==> config.mk <==
export PLATFORM = sky130hd
export DESIGN_NAME = step_idle_monitor
export DESIGN_NICKNAME = d
export VERILOG_FILES = /design/src/rtl/step_idle_monitor.sv
export SDC_FILE = /design/constraint.sdc
export NUM_CORES = 1
export LEC_CHECK = 0
export CAP_MARGIN = 20
export CORE_MARGIN = 3
export CORE_UTILIZATION = 40
export CTS_CLUSTER_SIZE = 40
export DETAILED_ROUTE_END_ITERATION = 7
export PLACE_DENSITY_LB_ADDON = 0.1
export SLEW_MARGIN = 20
export SYNTH_ARGS = -nofsm -noshare
export SYNTH_HDL_FRONTEND = slang
export SYNTH_SLANG_ARGS = --single-unit
==> constraint.sdc <==
create_clock -name clk -period 2.28 [get_ports clk]
set_input_delay 0.684 -clock clk [delete_from_list [all_inputs] [get_ports clk]]
set_output_delay 0.684 -clock clk [all_outputs]
set_load 0.01 [all_outputs]
==> src/rtl/step_idle_monitor.sv <==
`default_nettype none
// ============================================================================
//  Module      : step_idle_monitor
//  Description : Per-channel step-activity watchdog. Counts clk cycles since
//                the last step-level change on each channel, flags channels
//                that have been idle for TIMEOUT_CYCLES and, once armed,
//                latches a shutdown request when a watched channel idles.
//                Exports idle/alert/trip status for LED debug.
//  Revision    : 1.0 - initial release
// ============================================================================
module step_idle_monitor #(
    parameter int              NCH            = 6,
    parameter int              HZ             = 48000000,
    parameter int              TIMEOUT_CYCLES = HZ * 10,
    parameter int              CNT_BITS       = 29,
    parameter logic [NCH-1:0]  WATCH_MASK     = 6'b100000
) (
    input  logic            clk,
    input  logic            rst_n,
    input  logic [NCH-1:0]  step,
    input  logic            arm_req,
    input  logic            disarm,
    input  logic            clear,
    output logic [NCH-1:0]  idle,
    output logic [NCH-1:0]  alert,
    output logic            shutdown,
    output logic [NCH-1:0]  trip_ch,
    output logic [1:0]      state
);

    localparam logic [CNT_BITS-1:0] TIMEOUT_CNT = CNT_BITS'(TIMEOUT_CYCLES);
    localparam logic [CNT_BITS-1:0] TIMEOUT_M1  = CNT_BITS'(TIMEOUT_CYCLES - 1);

    typedef enum logic [1:0] {
        DISARMED = 2'd0,
        ARMED    = 2'd1,
        TRIPPED  = 2'd2
    } state_t;

    state_t          cur_state;
    state_t          nxt_state;
    logic [NCH-1:0]  trip_nxt;
    logic [NCH-1:0]  prev_step;
    logic [NCH-1:0]  toggle;
    logic [NCH-1:0]  watched_idle;
    logic            arm_meta;
    logic            arm_s;
    logic            arm_load;

    // Previous step levels for edge detection and 2-FF synchroniser for arm_req
    always_ff @(posedge clk) begin
        if (!rst_n) begin
            prev_step <= '0;
            arm_meta  <= 1'b0;
            arm_s     <= 1'b0;
        end else begin
            prev_step <= step;
            arm_meta  <= arm_req;
            arm_s     <= arm_meta;
        end
    end

    // Any level change (rising or falling) counts as step activity
    assign toggle       = step ^ prev_step;
    assign watched_idle = idle & WATCH_MASK;

    generate
        for (genvar i = 0; i < NCH; i++) begin : g_ch
            logic [CNT_BITS-1:0] cnt;
            logic                alert_r;

            // Saturating idle counter; activity or arming restarts it, and the
            // alert fires only on the genuine TIMEOUT-1 -> TIMEOUT step
            always_ff @(posedge clk) begin
                if (!rst_n) begin
                    cnt     <= '0;
                    alert_r <= 1'b0;
                end else begin
                    alert_r <= (cnt == TIMEOUT_M1) && !toggle[i] && !arm_load;
                    if (toggle[i] || arm_load) begin
                        cnt <= '0;
                    end else if (cnt != TIMEOUT_CNT) begin
                        cnt <= cnt + 1'b1;
                    end
                end
            end

            assign idle[i]  = (cnt == TIMEOUT_CNT);
            assign alert[i] = alert_r;
        end
    endgenerate

    // Next-state logic; arming clears all counters so stale idle cannot trip
    always_comb begin
        nxt_state = cur_state;
        trip_nxt  = trip_ch;
        arm_load  = 1'b0;
        case (cur_state)
            DISARMED: begin
                if (arm_s) begin
                    nxt_state = ARMED;
                    arm_load  = 1'b1;
                end
            end
            ARMED: begin
                if (|watched_idle) begin
                    nxt_state = TRIPPED;
                    trip_nxt  = watched_idle;
                end else if (disarm) begin
                    nxt_state = DISARMED;
                end
            end
            TRIPPED: begin
                if (clear) begin
                    nxt_state = DISARMED;
                    trip_nxt  = '0;
                end
            end
            default: begin
                nxt_state = DISARMED;
                trip_nxt  = '0;
            end
        endcase
    end

    // State register with registered shutdown and latched trip channels
    always_ff @(posedge clk) begin
        if (!rst_n) begin
            cur_state <= DISARMED;
            trip_ch   <= '0;
            shutdown  <= 1'b0;
        end else begin
            cur_state <= nxt_state;
            trip_ch   <= trip_nxt;
            shutdown  <= (nxt_state == TRIPPED);
        end
    end

    assign state = cur_state;

endmodule
`default_nettype wire

==> metrics <==
status=finished, violations left; failing checks=setup timing; Synth Warn #=0; post-synthesis async set-or-reset flop share=0%; crit start category=register; H-tree Lvls=4; setup_tns=-0.883 ns; initial antenna violation count=0; TritonCTS buffer count=17; DRT iter0 DRCs=311; max incr delay on CP=0.53 ns; combinational fraction of design power=4.2%; Final Wtd Congestion=0.820; total number of vias=7756; Final Skew=0.0131 ns; Overflow after GRT=0; die area=0.0245 mm^2; largest net degree at the start of global routing=30; fraction of layout cells with a size suffix above 1=26.8%; CTS tree=built; Initial Util=41.1%; PortBufs=26; vias in the first global route=7283; Die H=157 um; cell chain of the critical path=or4_4 > or4_4 > nor3_4 > buf_2; final worst slack=-0.369 ns; Bufs on Longest Clock Path=2; clock sinks=192; CP bufs+invs=1; post-route ant nets=0; register area share after synthesis=42.4%; Final nets=1301; Post-synth EDFFs=0; CTS root buf=clkbuf_16; RSZ-0062 raised after global routing=yes; Area Growth Syn to Fin=32.4%; Initial DRT Pass Iterations=5; # diodes=0; DR WL/cell=12.8 um; clock share of power=45.7%; Worst setup EP type=primary output; first-pass GRT wire length=34.6 mm; NetSw=1490 uW; Syn Std Cell Area=0.00906 mm^2; clk_lat worst skew=0.43 ns; final setup fails=5; Cell Rows=54; Max FO, Critical Path=2; Worst Max-Slew Pin Slew=0.602 ns; leakage=0.00448 uW; DRC=0; # IOs=32; switch share=22.1%; worst hold slack=0.434 ns; pre-CTS WS=-0.410 ns; Final Hold Fails=0; Pint=5260 uW; critical path's top delay family=simple AND/OR/NAND/NOR gates; Power Total=6750 uW; drt total wl=20.1 mm; Syn Area/Cell=8.61 um^2; final-report max-slew violation count=0; Max IR drop VDD=359 uV; crit path DAT=1.97 ns; Power Dens Cells=563 mW/mm^2; most used cell, CP=or4_4; Netlist cell types=49; CP max stage cell=or4_4; die width=157 um; period utilization=116%; Total GRT Usage=17.0%; Critical Path RT=1.60 ns; hpwl dp=14.2 mm; fmax=377 MHz; max-cap violations=0; Final Critical Period=2.65 ns; synthesis-stage register bit count=192; via density per instance=4.94; Sequential Power Share=50.1%; core area=0.0220 mm^2; Max-slew headroom=59.6%; CTS clk-pin slew, worst paths=0.07 ns; predominant post-synthesis flop cell=dfxtp_1; kind of critical path=reg -> out; Syn Inst Count=1052; Hold Crit Class=reg -> reg
## layout make-up
cell class | instances | area, um^2
sequential | 192 | 3880
clock buffer | 19 | 443
multi-input combinational | 794 | 5180
fill | 2044 | 10000
inverter | 25 | 93.8
timing repair buffer | 248 | 1900
clock inverter | 12 | 158
tap | 280 | 350
## logic make-up after synthesis
kind of cell / count (synthesis) / synth area share, %
compound gates: 36 / 2.20
xor+xnor: 155 / 15.0
fa+ha+maj: 12 / 1.66
buf+inv: 70 / 3.81
flops: 192 / 42.4
mux: 6 / 0.663
other cells: 1 / 0.0414
simple gates: 580 / 34.2
## sequential cells by signal (all words and copies together) (netlist names)
signal / count
state: 2
shutdown: 1
g_ch.cnt: 174
trip_ch: 1
g_ch.alert_r: 6
arm_meta: 1
arm_s: 1
prev_step: 6
## synth_stat cells, types with 3 or more instances
cell type	count	share of area [%]
nand3_1	74	4.1
and2_1	16	1.1
nand4_1	67	4.6
nor3_1	20	1.1
a21oi_1	16	0.88
and4_1	17	1.6
nand2b_1	7	0.48
or3_1	12	0.83
mux2i_1	6	0.66
a21boi_0	3	0.25
buf_1	4	0.17
nand2_1	73	3.0
inv_1	25	1.0
buf_4	13	1.1
nor2b_1	3	0.21
nor2_1	180	7.5
buf_6	4	0.50
nor4_2	4	0.55
nor4_4	3	0.70
or3b_2	5	0.48
or4_1	9	0.75
xor2_1	102	9.9
ha_1	12	1.7
nor4_1	34	2.3
dfxtp_1	192	42
and3_1	25	1.7
o21ai_0	13	0.72
clkbuf_1	21	0.87
xnor2_1	53	5.1
nor4b_1	13	1.3
## metrics by stage
step / instance area, um^2 / std cells / utilization [%]
6_report: 12000 / 1570 / 54.5
3_5_place_dp: 11000 / 1530 / 50.1
3_3_place_gp: 11000 / 1530 / 50.1
2_1_floorplan: 9080 / 1056 / -
5_1_grt: 12000 / 1570 / 54.5
4_1_cts: 11900 / 1566 / 53.9
## worst paths after layout
check                                     from                           end  slack, ns  cells past startpoint
setup / recovery  g_ch[2].cnt[15]$_SDFFE_PP0N_                       idle[2]      -0.37                      4
hold / removal             arm_meta$_SDFF_PN0_              arm_s$_SDFF_PN0_       0.43                      1
setup reg to reg   g_ch[4].cnt[5]$_SDFFE_PP0N_  g_ch[4].cnt[25]$_SDFFE_PP0N_       0.28                      6
hold reg to reg            arm_meta$_SDFF_PN0_              arm_s$_SDFF_PN0_       0.43                      1
## layout by cell type (no fill, tap or decap), types with 8 or more instances in the layout
cell,Yosys,routed
a21oi_1,16,16
and2_1,16,16
and3_1,25,25
and4_1,17,17
buf_4,13,222
clkbuf_16,0,17
clkdlybuf4s50_1,0,20
dfxtp_1,192,168
dfxtp_2,0,23
ha_1,12,8
inv_1,25,17
inv_2,0,8
nand2_1,73,69
nand3_1,74,73
nand4_1,67,67
nor2_1,180,180
nor3_1,20,18
nor4_1,34,25
nor4_2,4,10
o21ai_0,13,13
or3_1,12,12
xnor2_1,53,53
xor2_1,102,102
## routing by layer
metal	track usage [%]	wire (um)
met1	24.5	10500
met2	26.4	8950
met3	2.93	451
met4	4.38	185
met5	0	0
## what timing repair did
action	4_1_cts	5_1_grt
setup endpoints to repair	6	6
setup buffers	5	4
pin swaps	22	16
gates resized for setup	83	24
hold buffers	0	0
## power groups by stage
stage | Combinational [uW] | Sequential (uW) | Clock, uW
2_1_floorplan | 147 | 3470 | 0
4_1_cts | 283 | 3380 | 3170
5_1_grt | 320 | 3390 | 3300
3_3_place_gp | 262 | 3460 | 0
3_5_place_dp | 262 | 3460 | 0
6_report | 283 | 3390 | 3080
(Power assumes the default switching activity.)
